===== config.mk =====
export PLATFORM = sky130hd
export DESIGN_NAME = result_demux_router_flat
export DESIGN_NICKNAME = d
export VERILOG_FILES = /design/src/rtl/result_demux_router_if.sv /design/src/rtl/result_demux_router.sv /design/src/flat_wrapper.sv
export SDC_FILE = /design/constraint.sdc
export NUM_CORES = 1
export LEC_CHECK = 0
export BUFFER_PORTS_ARGS = -buffer_cell sky130_fd_sc_hd__buf_2
export CORE_MARGIN = 2
export CORE_UTILIZATION = 44
export DETAILED_ROUTE_END_ITERATION = 16
export PLACE_DENSITY = 0.92
export SYNTH_ARGS = -nofsm -noshare
export SYNTH_HDL_FRONTEND = slang
export SYNTH_SLANG_ARGS = --single-unit

===== constraint.sdc =====
create_clock -name CLK -period 1.6 [get_ports CLK]
set_input_delay 0.16 -clock CLK [delete_from_list [all_inputs] [get_ports CLK]]
set_output_delay 0.16 -clock CLK [all_outputs]
set_load 0.03 [all_outputs]

===== src/rtl/result_demux_router_if.sv =====
// result_demux_router_if: the producer port and both consumer channels of result_demux_router
// grouped into one bundle. The router connects through the slave modport; the master modport
// is the environment's view (producer plus both consumers).
interface result_demux_router_if #(
   parameter int unsigned WIDTH     = 16,
   parameter int unsigned CNT_WIDTH = 16
);
   // producer side
   logic                 In_Valid;
   logic                 In_Ready;
   logic                 Selector;
   logic [WIDTH-1:0]     Data_In;
   // channel A (accumulator side)
   logic                 A_Valid;
   logic                 A_Ready;
   logic [WIDTH-1:0]     A_Data;
   // channel B (register-file / memory side)
   logic                 B_Valid;
   logic                 B_Ready;
   logic [WIDTH-1:0]     B_Data;
   // delivery counters
   logic [CNT_WIDTH-1:0] A_Count;
   logic [CNT_WIDTH-1:0] B_Count;

   // router view
   modport slave (
      input  In_Valid, Selector, Data_In, A_Ready, B_Ready,
      output In_Ready, A_Valid, A_Data, B_Valid, B_Data, A_Count, B_Count
   );

   // environment view: producer plus both consumers
   modport master (
      output In_Valid, Selector, Data_In, A_Ready, B_Ready,
      input  In_Ready, A_Valid, A_Data, B_Valid, B_Data, A_Count, B_Count
   );
endinterface


===== src/rtl/result_demux_router.sv =====
// result_demux_router: registered 1-to-2 demultiplexer that steers the result word into one of
// two single-entry channel buffers (A = accumulator side, B = register-file/memory side).
// Optional feature macro: ROUTE_COUNT_EN builds per-channel delivery counters; when it is not
// defined, A_Count/B_Count are tied to zero.
module result_demux_router #(
   parameter int unsigned WIDTH     = 16,
   parameter int unsigned CNT_WIDTH = 16
) (
   input  logic                   CLK,
   input  logic                   Reset_n,
   input  logic                   Flush,
   result_demux_router_if.slave   bus
);

   typedef enum logic {
      ST_EMPTY = 1'b0,
      ST_FULL  = 1'b1
   } chan_state_e;

   chan_state_e      a_state_q, a_state_d;
   chan_state_e      b_state_q, b_state_d;
   logic [WIDTH-1:0] a_data_q,  a_data_d;
   logic [WIDTH-1:0] b_data_q,  b_data_d;

   logic a_room_c;
   logic b_room_c;
   logic in_ready_c;
   logic accept_c;
   logic load_a_c;
   logic load_b_c;
   logic drain_a_c;
   logic drain_b_c;

   // Input handshake: only the selected channel may stall the producer.
   always_comb begin
      a_room_c   = (a_state_q == ST_EMPTY) | bus.A_Ready;
      b_room_c   = (b_state_q == ST_EMPTY) | bus.B_Ready;
      in_ready_c = ~Flush & (bus.Selector ? b_room_c : a_room_c);
      accept_c   = bus.In_Valid & in_ready_c;
      load_a_c   = accept_c & ~bus.Selector;
      load_b_c   = accept_c &  bus.Selector;
      drain_a_c  = (a_state_q == ST_FULL) & bus.A_Ready;
      drain_b_c  = (b_state_q == ST_FULL) & bus.B_Ready;
   end

   // Channel A next state: load wins over drain, flush empties the buffer.
   always_comb begin
      a_state_d = a_state_q;
      a_data_d  = a_data_q;
      if (Flush) begin
         a_state_d = ST_EMPTY;
      end else begin
         unique case (a_state_q)
            ST_EMPTY: if (load_a_c)                  a_state_d = ST_FULL;
            ST_FULL:  if (drain_a_c && !load_a_c)    a_state_d = ST_EMPTY;
         endcase
      end
      if (load_a_c) begin
         a_data_d = bus.Data_In;
      end
   end

   // Channel B next state: load wins over drain, flush empties the buffer.
   always_comb begin
      b_state_d = b_state_q;
      b_data_d  = b_data_q;
      if (Flush) begin
         b_state_d = ST_EMPTY;
      end else begin
         unique case (b_state_q)
            ST_EMPTY: if (load_b_c)                  b_state_d = ST_FULL;
            ST_FULL:  if (drain_b_c && !load_b_c)    b_state_d = ST_EMPTY;
         endcase
      end
      if (load_b_c) begin
         b_data_d = bus.Data_In;
      end
   end

   // Channel state and data registers; reset discards any buffered word.
   always_ff @(posedge CLK or negedge Reset_n) begin
      if (!Reset_n) begin
         a_state_q <= ST_EMPTY;
         b_state_q <= ST_EMPTY;
         a_data_q  <= '0;
         b_data_q  <= '0;
      end else begin
         a_state_q <= a_state_d;
         b_state_q <= b_state_d;
         a_data_q  <= a_data_d;
         b_data_q  <= b_data_d;
      end
   end

   assign bus.In_Ready = in_ready_c;
   assign bus.A_Valid  = (a_state_q == ST_FULL);
   assign bus.B_Valid  = (b_state_q == ST_FULL);
   assign bus.A_Data   = a_data_q;
   assign bus.B_Data   = b_data_q;

`ifdef ROUTE_COUNT_EN
   logic [CNT_WIDTH-1:0] a_cnt_q, a_cnt_d;
   logic [CNT_WIDTH-1:0] b_cnt_q, b_cnt_d;

   // Delivery counters: one step per drain, wrap naturally, untouched by flush.
   always_comb begin
      a_cnt_d = a_cnt_q;
      b_cnt_d = b_cnt_q;
      if (drain_a_c) a_cnt_d = a_cnt_q + CNT_WIDTH'(1);
      if (drain_b_c) b_cnt_d = b_cnt_q + CNT_WIDTH'(1);
   end

   // Counter registers.
   always_ff @(posedge CLK or negedge Reset_n) begin
      if (!Reset_n) begin
         a_cnt_q <= '0;
         b_cnt_q <= '0;
      end else begin
         a_cnt_q <= a_cnt_d;
         b_cnt_q <= b_cnt_d;
      end
   end

   assign bus.A_Count = a_cnt_q;
   assign bus.B_Count = b_cnt_q;
`else
   assign bus.A_Count = CNT_WIDTH'(0);
   assign bus.B_Count = CNT_WIDTH'(0);
`endif

endmodule


===== src/flat_wrapper.sv =====
// flat-port wrapper written by rule: the top's interface ports become plain ports
module result_demux_router_flat 
#(
   parameter int unsigned WIDTH     = 16,
   parameter int unsigned CNT_WIDTH = 16
)
  (CLK, Reset_n, Flush, bus_In_Valid, bus_Selector, bus_Data_In, bus_A_Ready, bus_B_Ready, bus_In_Ready, bus_A_Valid, bus_A_Data, bus_B_Valid, bus_B_Data, bus_A_Count, bus_B_Count);
  result_demux_router_if #(.WIDTH(WIDTH), .CNT_WIDTH(CNT_WIDTH)) bus_i ();
  input  logic CLK;
  input  logic Reset_n;
  input  logic Flush;
  input wire logic [$bits(bus_i.In_Valid)-1:0] bus_In_Valid;
  input wire logic [$bits(bus_i.Selector)-1:0] bus_Selector;
  input wire logic [$bits(bus_i.Data_In)-1:0] bus_Data_In;
  input wire logic [$bits(bus_i.A_Ready)-1:0] bus_A_Ready;
  input wire logic [$bits(bus_i.B_Ready)-1:0] bus_B_Ready;
  output wire logic [$bits(bus_i.In_Ready)-1:0] bus_In_Ready;
  output wire logic [$bits(bus_i.A_Valid)-1:0] bus_A_Valid;
  output wire logic [$bits(bus_i.A_Data)-1:0] bus_A_Data;
  output wire logic [$bits(bus_i.B_Valid)-1:0] bus_B_Valid;
  output wire logic [$bits(bus_i.B_Data)-1:0] bus_B_Data;
  output wire logic [$bits(bus_i.A_Count)-1:0] bus_A_Count;
  output wire logic [$bits(bus_i.B_Count)-1:0] bus_B_Count;
  assign bus_i.In_Valid = bus_In_Valid;
  assign bus_i.Selector = bus_Selector;
  assign bus_i.Data_In = bus_Data_In;
  assign bus_i.A_Ready = bus_A_Ready;
  assign bus_i.B_Ready = bus_B_Ready;
  assign bus_In_Ready = bus_i.In_Ready;
  assign bus_A_Valid = bus_i.A_Valid;
  assign bus_A_Data = bus_i.A_Data;
  assign bus_B_Valid = bus_i.B_Valid;
  assign bus_B_Data = bus_i.B_Data;
  assign bus_A_Count = bus_i.A_Count;
  assign bus_B_Count = bus_i.B_Count;
  result_demux_router #(.WIDTH(WIDTH), .CNT_WIDTH(CNT_WIDTH)) u_core (.CLK(CLK), .Reset_n(Reset_n), .Flush(Flush), .bus(bus_i));
endmodule

==> results.sh <==
export IMPL_fill_cells=319
export IMPL_worstSetupPathType="register to register"
export IMPL_dpl_instance_area_um2=1790
export IMPL_hold_viol_final=0
export IMPL_yosysTopAreaCellShare=0.527
export IMPL_timing_fmax_ghz=0.739
export IMPL_clock_skew_ns=0.00273
export IMPL_finalCritPeriodShare=0.846
export IMPL_ctsLongestPathBuffers=2
export IMPL_synthAdderAreaFrac=0
export IMPL_crit_path_max_fanout=16
export IMPL_route_detailed_drc=0
export IMPL_core_area_um2=3610
export IMPL_clk_pin_slew_ns=0.07
export IMPL_area_growth_pct=20.5
export IMPL_max_slew_margin_rel=0.515
export IMPL_internal_power_mw=1.97
export IMPL_synth_enable_flop_cells=0
export IMPL_synth_top_area_cell="dfrtp_1"
export IMPL_chipHeight_um=64.6
export IMPL_dieArea_um2=4170
export IMPL_yosysMostFrequentCell="dfrtp_1"
export IMPL_synthMuxAreaShare=0.253
export IMPL_fin_crit_ns=1.35
export IMPL_synth_area_um2=1620
export IMPL_synth_compound_area_frac=0.00620
export IMPL_drt_initial_drc_count=17
export IMPL_vias=938
export IMPL_clock_latency_ns=0.28
export IMPL_p_leak_nw=1.01
export IMPL_post_cts_buffers=0
export IMPL_clkSinkCount=34
export IMPL_dr_pass1_iters=2
export IMPL_nets=196
export IMPL_worst_setup_path_end_kind="register"
export IMPL_routedWlPerCell_um=11.0
export IMPL_antenna_found_initial=0
export IMPL_peakVddDrop_mv=0.743
export IMPL_hold_class="primary input to register"
export IMPL_setup_viol=0
export IMPL_start_util=0.448
export IMPL_seq_area_frac_synth=0.527
export IMPL_grt_pass1_wl_um=3970
export IMPL_swShare=0.324
export IMPL_cts_root_buf="clkbuf_8"
export IMPL_p_comb_frac=0.296
export IMPL_outcome="complete, no violations"
export IMPL_routed_via_density=4.23
export IMPL_pwr_density_cell_nw_per_um2=1500
export IMPL_cts_buffers=5
export IMPL_yosys_most_used_dff="dfrtp_1"
export IMPL_finalInstanceArea_um2=1950
export IMPL_grt_max_degree=35
export IMPL_ant_nets=0
export IMPL_grt_usage=0.129
export IMPL_crit_path_start_kind="register"
export IMPL_syn_inst=112
export IMPL_grt_pass1_vias=880
export IMPL_max_cap_viol_count=0
export IMPL_routabilityCongestion=0.618
export IMPL_synth_cell_types=15
export IMPL_grt_ovfl_total=0
export IMPL_clockPowerShare=0.328
export IMPL_die_x_um=64.6
export IMPL_synthXorXnorAreaFrac=0
export IMPL_critPathRequiredTime_ns=1.77
export IMPL_postSynth_asyncResetShare=1.00
export IMPL_slew_violations=0
export IMPL_seq_power_share=0.376
export IMPL_syn_area_per_cell_um2=14.4
export IMPL_drt_total_wl_um=2440
export IMPL_cp_data_arrival_time_ns=1.52
export IMPL_synth_top_family_by_area="multiplexers"
export IMPL_rows=22
export IMPL_synthSimpleGateAreaFrac=0.0372
export IMPL_dp_hpwl_um=1750
export IMPL_cts_tree="done"
export IMPL_diodes=0
export IMPL_rsz0062_at_grt="no"
export IMPL_netSwitchingPower_mw=0.943
export IMPL_synth_seq_cells=34
export IMPL_synth_area_leaders="dfrtp_1, mux2_2, buf_4"
export IMPL_drive_gt1_frac=0.575
export IMPL_synth_warning_count=0
export IMPL_setup_tns_ns=0
export IMPL_cts_htree_levels=2
export IMPL_portBuffers=57
export IMPL_worst_pin_slew_ns=0.728
export IMPL_ys_top_cells_by_count="dfrtp_1, buf_4, mux2_2, mux2_4"
export IMPL_pin_count=90
[worst max-delay path: stages (launching register included)]
cell and delay (ns):
dfrtp_1 0.37, nand2b_1 0.11, and3_4 0.39, mux2_2 0.37
[logic make-up after synthesis]
group           after synthesis
simple gates                  7
flops                        34
buf+inv                      35
compound gates                2
other cells                   1
mux                          33
[power groups by stage]
stage / clock network, mW / registers (mW) / logic, mW
after floorplan: 0 / 1.44 / 0.364
after global placement: 0 / 1.11 / 0.857
after detailed placement: 0 / 1.11 / 0.869
after CTS: 0.998 / 1.10 / 0.872
after global routing: 1.04 / 1.11 / 0.908
final: 0.956 / 1.10 / 0.863
[metal layers]
metal	GRT usage	vias up	wire, um
met5	0	-	0
met4	0.0798	0	0
met3	0.0417	0	232
met2	0.212	58	1130
met1	0.144	447	1070
li1	-	433	-
[worst paths after layout]
check,from,to,slack [ns],depth (start not counted)
max,u_core.bus.B_Valid,u_core.bus.B_Data[3],0.25,3
min,Flush,u_core.bus.A_Valid,0.08,2
max reg2reg,u_core.bus.B_Valid,u_core.bus.B_Data[3],0.25,3
min reg2reg,u_core.bus.A_Data[14],u_core.bus.A_Data[14],0.50,1
max in group asynchronous,Reset_n,u_core.bus.A_Data[3],0.66,2
min in group asynchronous,Reset_n,u_core.bus.B_Data[9],0.47,2
[final cells by class]
class	count	area (um^2)	share of cell area
Sequential cell	34	851	0.437
Timing Repair Buffer	58	295	0.152
Clock inverter	2	60.1	0.0308
Clock buffer	6	82.6	0.0424
Multi-Input combinational cell	74	598	0.307
Tap cell	48	60.1	0.0308
[layout by cell type (no fill, tap or decap), drive strengths merged]
cell type,instances
clkbuf,6
dfrtp,34
dlygate4sd3,1
nor2,1
nor2b,1
nand2,1
nand2b,2
buf,57
and3,1
nand3b,1
bufinv,2
conb,32
mux2,32
mux2i,1
a21oi,2
[sequential cells by signal, indices dropped and copies added (netlist names)]
| name | count |
|---|---|
| u_core.bus.B_Valid | 1 |
| u_core.bus.A_Valid | 1 |
| u_core.bus.B_Data | 16 |
| u_core.bus.A_Data | 16 |
[timing repair]
action	in CTS	in global routing
endpoints found under the hold margin	34	0
gates resized for setup	0	0
hold buffers	1	0
[stage by stage]
step / std cells / power, mW / hold WS (ns) / setup WS [ns] / util
2_1_floorplan: 143 / 1.80 / -0.136 / 0.132 / -
3_3_place_gp: 213 / 1.96 / 0.259 / 0.239 / 0.498
3_5_place_dp: 213 / 1.98 / 0.272 / 0.200 / 0.498
4_1_cts: 222 / 2.97 / 0.0559 / 0.223 / 0.540
5_1_grt: 222 / 3.06 / 0.0694 / 0.137 / 0.540
6_report: 222 / 2.91 / 0.0778 / 0.247 / 0.540
Power figures use the tool's default switching activity.
